$ cat src/rtl/alu_control_seq.sv
// alu_control_seq: sequenced ALU control decoder. Accepts one
// {alu_op, funct, shamt} command per valid/ready handshake and emits
// a registered stream of ALU control codes, one per cycle. Multi-bit
// rotates expand into shamt single-bit rotate steps.
// Ports: clk, rst (async, active-high), in_valid/in_ready handshake,
// alu_op/funct/shamt command, alu_ctl/ctl_valid/last/illegal/busy out.
// Optional: define ALU_CTL_SEQ_FLUSH_EN to add a flush input that
// aborts the running command at the next edge.
module alu_control_seq #(
  parameter int CTL_W   = 3,
  parameter int FUNCT_W = 6,
  parameter int SHAMT_W = 5
) (
  input  logic               clk,
  input  logic               rst,
`ifdef ALU_CTL_SEQ_FLUSH_EN
  input  logic               flush,
`endif
  input  logic               in_valid,
  output logic               in_ready,
  input  logic [1:0]         alu_op,
  input  logic [FUNCT_W-1:0] funct,
  input  logic [SHAMT_W-1:0] shamt,
  output logic [CTL_W-1:0]   alu_ctl,
  output logic               ctl_valid,
  output logic               last,
  output logic               illegal,
  output logic               busy
);

  localparam logic [CTL_W-1:0] C_AND  = CTL_W'(3'b000);
  localparam logic [CTL_W-1:0] C_OR   = CTL_W'(3'b001);
  localparam logic [CTL_W-1:0] C_ADD  = CTL_W'(3'b010);
  localparam logic [CTL_W-1:0] C_PASS = CTL_W'(3'b011);
  localparam logic [CTL_W-1:0] C_ROL  = CTL_W'(3'b100);
  localparam logic [CTL_W-1:0] C_ROR  = CTL_W'(3'b101);
  localparam logic [CTL_W-1:0] C_SUB  = CTL_W'(3'b110);

  localparam logic [FUNCT_W-1:0] F_ADD = FUNCT_W'(6'b100000);
  localparam logic [FUNCT_W-1:0] F_ROL = FUNCT_W'(6'b100001);
  localparam logic [FUNCT_W-1:0] F_SUB = FUNCT_W'(6'b100010);
  localparam logic [FUNCT_W-1:0] F_ROR = FUNCT_W'(6'b100011);
  localparam logic [FUNCT_W-1:0] F_AND = FUNCT_W'(6'b100100);
  localparam logic [FUNCT_W-1:0] F_OR  = FUNCT_W'(6'b100101);

  localparam logic [SHAMT_W-1:0] ONE = SHAMT_W'(1);
  localparam logic [SHAMT_W-1:0] TWO = SHAMT_W'(2);

  typedef enum logic {
    S_IDLE,
    S_RUN
  } state_e;

  state_e             state_q, state_d;
  logic [SHAMT_W-1:0] cnt_q, cnt_d;
  logic [CTL_W-1:0]   alu_ctl_q, alu_ctl_d;
  logic               ctl_valid_q, ctl_valid_d;
  logic               last_q, last_d;
  logic               illegal_q, illegal_d;
  logic               busy_q, busy_d;

  logic [CTL_W-1:0]   dec_code;
  logic               dec_ill;
  logic               dec_rot;
  logic [SHAMT_W-1:0] dec_steps;
  logic               do_flush;
  logic               accept;

`ifdef ALU_CTL_SEQ_FLUSH_EN
  assign do_flush = flush;
`else
  assign do_flush = 1'b0;
`endif

  // Ready while idle, or on the final step so the next command
  // follows with no bubble.
  assign in_ready = !do_flush &&
                    (state_q == S_IDLE || cnt_q == ONE);
  assign accept = in_valid && in_ready;

  always_comb begin
    dec_code = C_ADD;
    dec_ill  = 1'b0;
    dec_rot  = 1'b0;
    unique case (1'b1)
      alu_op == 2'b00: dec_code = C_ADD;
      alu_op == 2'b01: dec_code = C_SUB;
      default: begin
        unique case (funct)
          F_ADD: dec_code = C_ADD;
          F_ROL: begin
            dec_code = C_ROL;
            dec_rot  = 1'b1;
          end
          F_SUB: dec_code = C_SUB;
          F_ROR: begin
            dec_code = C_ROR;
            dec_rot  = 1'b1;
          end
          F_AND: dec_code = C_AND;
          F_OR:  dec_code = C_OR;
          default: begin
            dec_code = C_PASS;
            dec_ill  = 1'b1;
          end
        endcase
      end
    endcase
    // A zero-length rotate still occupies one step as a PASS.
    dec_steps = ONE;
    if (dec_rot) begin
      if (shamt == '0) begin
        dec_code = C_PASS;
      end else begin
        dec_steps = shamt;
      end
    end
  end

  always_comb begin
    state_d     = state_q;
    cnt_d       = cnt_q;
    alu_ctl_d   = alu_ctl_q;
    ctl_valid_d = ctl_valid_q;
    last_d      = last_q;
    illegal_d   = illegal_q;
    busy_d      = busy_q;
    if (do_flush || (!accept && state_q == S_RUN &&
                     cnt_q == ONE)) begin
      state_d     = S_IDLE;
      cnt_d       = '0;
      alu_ctl_d   = '0;
      ctl_valid_d = 1'b0;
      last_d      = 1'b0;
      illegal_d   = 1'b0;
      busy_d      = 1'b0;
    end else if (accept) begin
      state_d     = S_RUN;
      cnt_d       = dec_steps;
      alu_ctl_d   = dec_code;
      ctl_valid_d = 1'b1;
      last_d      = (dec_steps == ONE);
      illegal_d   = dec_ill;
      busy_d      = 1'b1;
    end else if (state_q == S_RUN) begin
      cnt_d  = cnt_q - ONE;
      last_d = (cnt_q == TWO);
    end
  end

  always_ff @(posedge clk or posedge rst) begin
    if (rst) begin
      state_q     <= S_IDLE;
      cnt_q       <= '0;
      alu_ctl_q   <= '0;
      ctl_valid_q <= 1'b0;
      last_q      <= 1'b0;
      illegal_q   <= 1'b0;
      busy_q      <= 1'b0;
    end else begin
      state_q     <= state_d;
      cnt_q       <= cnt_d;
      alu_ctl_q   <= alu_ctl_d;
      ctl_valid_q <= ctl_valid_d;
      last_q      <= last_d;
      illegal_q   <= illegal_d;
      busy_q      <= busy_d;
    end
  end

  assign alu_ctl   = alu_ctl_q;
  assign ctl_valid = ctl_valid_q;
  assign last      = last_q;
  assign illegal   = illegal_q;
  assign busy      = busy_q;

endmodule

$ cat config.mk
export PLATFORM = sky130hd
export DESIGN_NAME = alu_control_seq
export DESIGN_NICKNAME = d
export VERILOG_FILES = /design/src/rtl/alu_control_seq.sv
export SDC_FILE = /design/constraint.sdc
export NUM_CORES = 1
export LEC_CHECK = 0
export BUFFER_PORTS_ARGS = -buffer_cell sky130_fd_sc_hd__buf_2
export CAP_MARGIN = 25
export CORE_ASPECT_RATIO = 0.9
export CORE_UTILIZATION = 48
export DETAILED_ROUTE_END_ITERATION = 7
export GPL_ROUTABILITY_DRIVEN = 0
export PLACE_DENSITY = 0.75
export SETUP_SLACK_MARGIN = 0.4
export SYNTH_ARGS = -nofsm -noshare
export SYNTH_HDL_FRONTEND = slang
export SYNTH_SLANG_ARGS = --single-unit
$ cat constraint.sdc
create_clock -name clk -period 2.5 [get_ports clk]
set_clock_uncertainty 0.15 [all_clocks]
set_input_delay 0.25 -clock clk [delete_from_list [all_inputs] [get_ports clk]]
set_output_delay 0.25 -clock clk [all_outputs]
set_load 0.005 [all_outputs]
==> out/metrics.cfg <==
[run_status]
status = finished, final reports clean

[power_and_ir_drop]
p_seq_share_pct = 29.3
p_comb_share_pct = 58.9
swShare_pct = 40.16
p_int_uw = 676.0
p_total_mw = 1.130
leakage_nw = 0.4487
switchingPower_uw = 453.7
ir_worst_vdd_uv = 602.9
power_density_mw_per_mm2 = 1171
clkPwrFrac_pct = 11.8

[detailed_routing]
route.met3.wl_um = 101
vias_per_cell = 5.843
drt-initial-drc-count = 18
vias = 707
highest-signal-layer = met4
wl_um = 2011
postRouteAntennaNets = 0
first_pass_iters = 4
drt_drc_violations_left = 0
wl_met2_um = 969
wl_per_cell_um = 16.62
met1_length_um = 919

[grt]
grt_usage_pct = 25.66
grt_first_pass_wirelength_um = 2967
grt_pass1_vias = 652
antenna_found_initial = 0
grt_max_degree = 14
grt_remaining_overflow = 0

[die]
core_mm2 = 0.001321
die_h_um = 38.95
die_w_um = 43.06
start_util_pct = 55.11
die_area_mm2 = 0.001677
ios = 24
rows = 12

[setup_path]
max_stage_delay_ns = 0.45
critPathBufInv = 3
required_ns = 2.10
crit_fanout = 3
cp.arrival_ns = 1.69
crit_chain = inv_2, ha_4, or4b_4, and2_4, clkinv_8, buf_6
start_kind = flip-flop
criticalPathCategory = reg2out
critical-path-top-delay-family = simple AND/OR/NAND/NOR gates
crit_path_end_kind = output port
slowest_stage = or4b_4

[logic_synthesis]
synth_seq_area_share_pct = 37.80
synth-edff-count = 0
ys_ff_latch = 11
syn_nets = 93
avgSynthCellArea_um2 = 9.841
synthTopCellsByArea = dfrtp_1 38%, ha_1 5.2%, o211ai_1 5.2%
yosys.area.top_type_share_pct = 37.80
syn-cell-area_um2 = 728.2
synth.most_common_cell = dfrtp_1
yosysUniqueCellTypes = 38
synth_top_area_cell = dfrtp_1
async_flop_share_pct = 100.0
synth_top_cells_by_count = 11 x dfrtp_1, 6 x nor2_1, 5 x inv_1, 5 x o211ai_1
ys.flop_type = dfrtp_1
synthCells = 74
ys_warn_count = 0

[cts]
clock-sinks = 11
tritoncts = done
clkSlewWorstSetupHoldPaths_ns = 0.08
worstSkewPairLatency_ns = 0.28
htree_num_levels = 1
clockBufferDepth = 2
cts_made_buffers = 3
root_buffer = clkbuf_4

[timing]
setup_viol = 0
fin_ws_ns = 0.4081
tightest_slew_ns = 0.4831
finalHoldViolCount = 0
slew_violations = 0
rsz0062_at_grt = true
min_period_over_period_pct = 83.68
fmax_ghz = 0.4780
setup_tns_ns = 0
slew-limit-headroom_pct = 67.72
layout_min_cycle_time_ns = 2.092

[place]
place_ws_ns = 0.4928
dp_hpwl_um = 1293
io_buffers = 23

[finish]
nets = 127
area_growth_pct = 32.47
layout-drive-gt1-share_pct = 41.12
diodes = 0

[hold_path]
min_path_type = in2reg

[flow_run]
cap_violations = 0

[layout make-up]
class                           count  area [um^2]
Sequential cell                    11        275.3
Timing Repair Buffer               32        191.4
Inverter                            6        35.03
Tap cell                           14        17.52
Fill cell                         104        356.6
Clock buffer                        4        26.28
Multi-Input combinational cell     54        419.2
[state kept, by name, summed over array words and instances (netlist names)]
signal / flops
alu_ctl: 3
cnt_q: 5
last: 1
illegal: 1
busy: 1
[power groups by stage]
stage                     sequential (mW)  combinational (mW)  clock [mW]
after floorplan                     0.324               0.386           0
after global placement              0.334               0.457           0
after detailed placement            0.335               0.465           0
after CTS                           0.325               0.574       0.131
after global routing                0.340               0.720       0.137
final                               0.331               0.665       0.134
[stage by stage]
| step | instance area [um^2] | utilization (%) | hold WS [ns] | cells |
|---|---|---|---|---|
| after floorplan | 728.2 | - | -0.04756 | 74 |
| after global placement | 828.3 | 62.69 | 0.1236 | 108 |
| after detailed placement | 828.3 | 62.69 | 0.1296 | 108 |
| after CTS | 919.6 | 69.60 | 0.06106 | 119 |
| after global routing | 964.7 | 73.01 | 0.07004 | 121 |
| final | 964.7 | 73.01 | 0.05973 | 121 |
[metal layers]
metal / up-vias / GRT usage (%)
li1: 345 / -
met1: 332 / 33.14
met2: 26 / 43.18
met3: 4 / 5.140
met4: 0 / 9.091
met5: - / 0
[timing repair]
| action | CTS | global route |
|---|---|---|
| endpoints found under the setup margin | 1 | 8 |
| pin swaps | 0 | 1 |
| hold buffers | 1 | 0 |
| hold endpoints to repair | 11 | 0 |
| setup buffers | 6 | 2 |
| resized for setup | 3 | 6 |
[worst reg2reg max path, delay by kind of cell (launching register included)]
family          cells  cell delay (ns)
fa+ha+maj           1             0.14
buf+inv             3             0.28
simple gates        3             0.87
flops               1             0.39
compound gates      1             0.16
[worst paths after layout]
kind / startpoint / endpoint / slack (ns) / cells past startpoint
setup / recovery: cnt_q[1] / in_ready / 0.41 / 6
hold / removal: shamt[4] / cnt_q[4] / 0.06 / 2
setup reg to reg: cnt_q[1] / cnt_q[1] / 0.44 / 8
hold reg to reg: alu_ctl[1] / alu_ctl[1] / 0.34 / 1
max in group asynchronous: rst / cnt_q[3] / 1.53 / 3
min in group asynchronous: rst / illegal / 0.35 / 3
[placed cells by master, fill, tap and decap left out, drive strengths merged, types with 2 or more instances in the layout]
cell	Yosys	final
o211ai	5	5
dfrtp	11	11
inv	5	5
xnor2	2	2
a221o	3	3
buf	3	31
or3b	2	2
nor3b	3	3
o2bb2ai	2	2
nor3	2	2
clkbuf	0	4
nor2	7	7
nand2	3	3
a21oi	2	2
ha	3	3
o21ai	2	2
nand3	2	2
nand2b	2	2
[logic make-up (layout without fill, tap and decap cells)]
kind of cell	after synthesis	in the layout	share of synthesized area (%)
AO/OA/AOI/OAI	21	21	22.51
XOR/XNOR	2	2	2.406
adder cells (fa/ha/maj)	3	3	5.155
buffers and inverters	9	42	8.248
flip-flops	11	11	37.80
AND/OR/NAND/NOR	28	28	23.88
(Power assumes the default switching activity.)
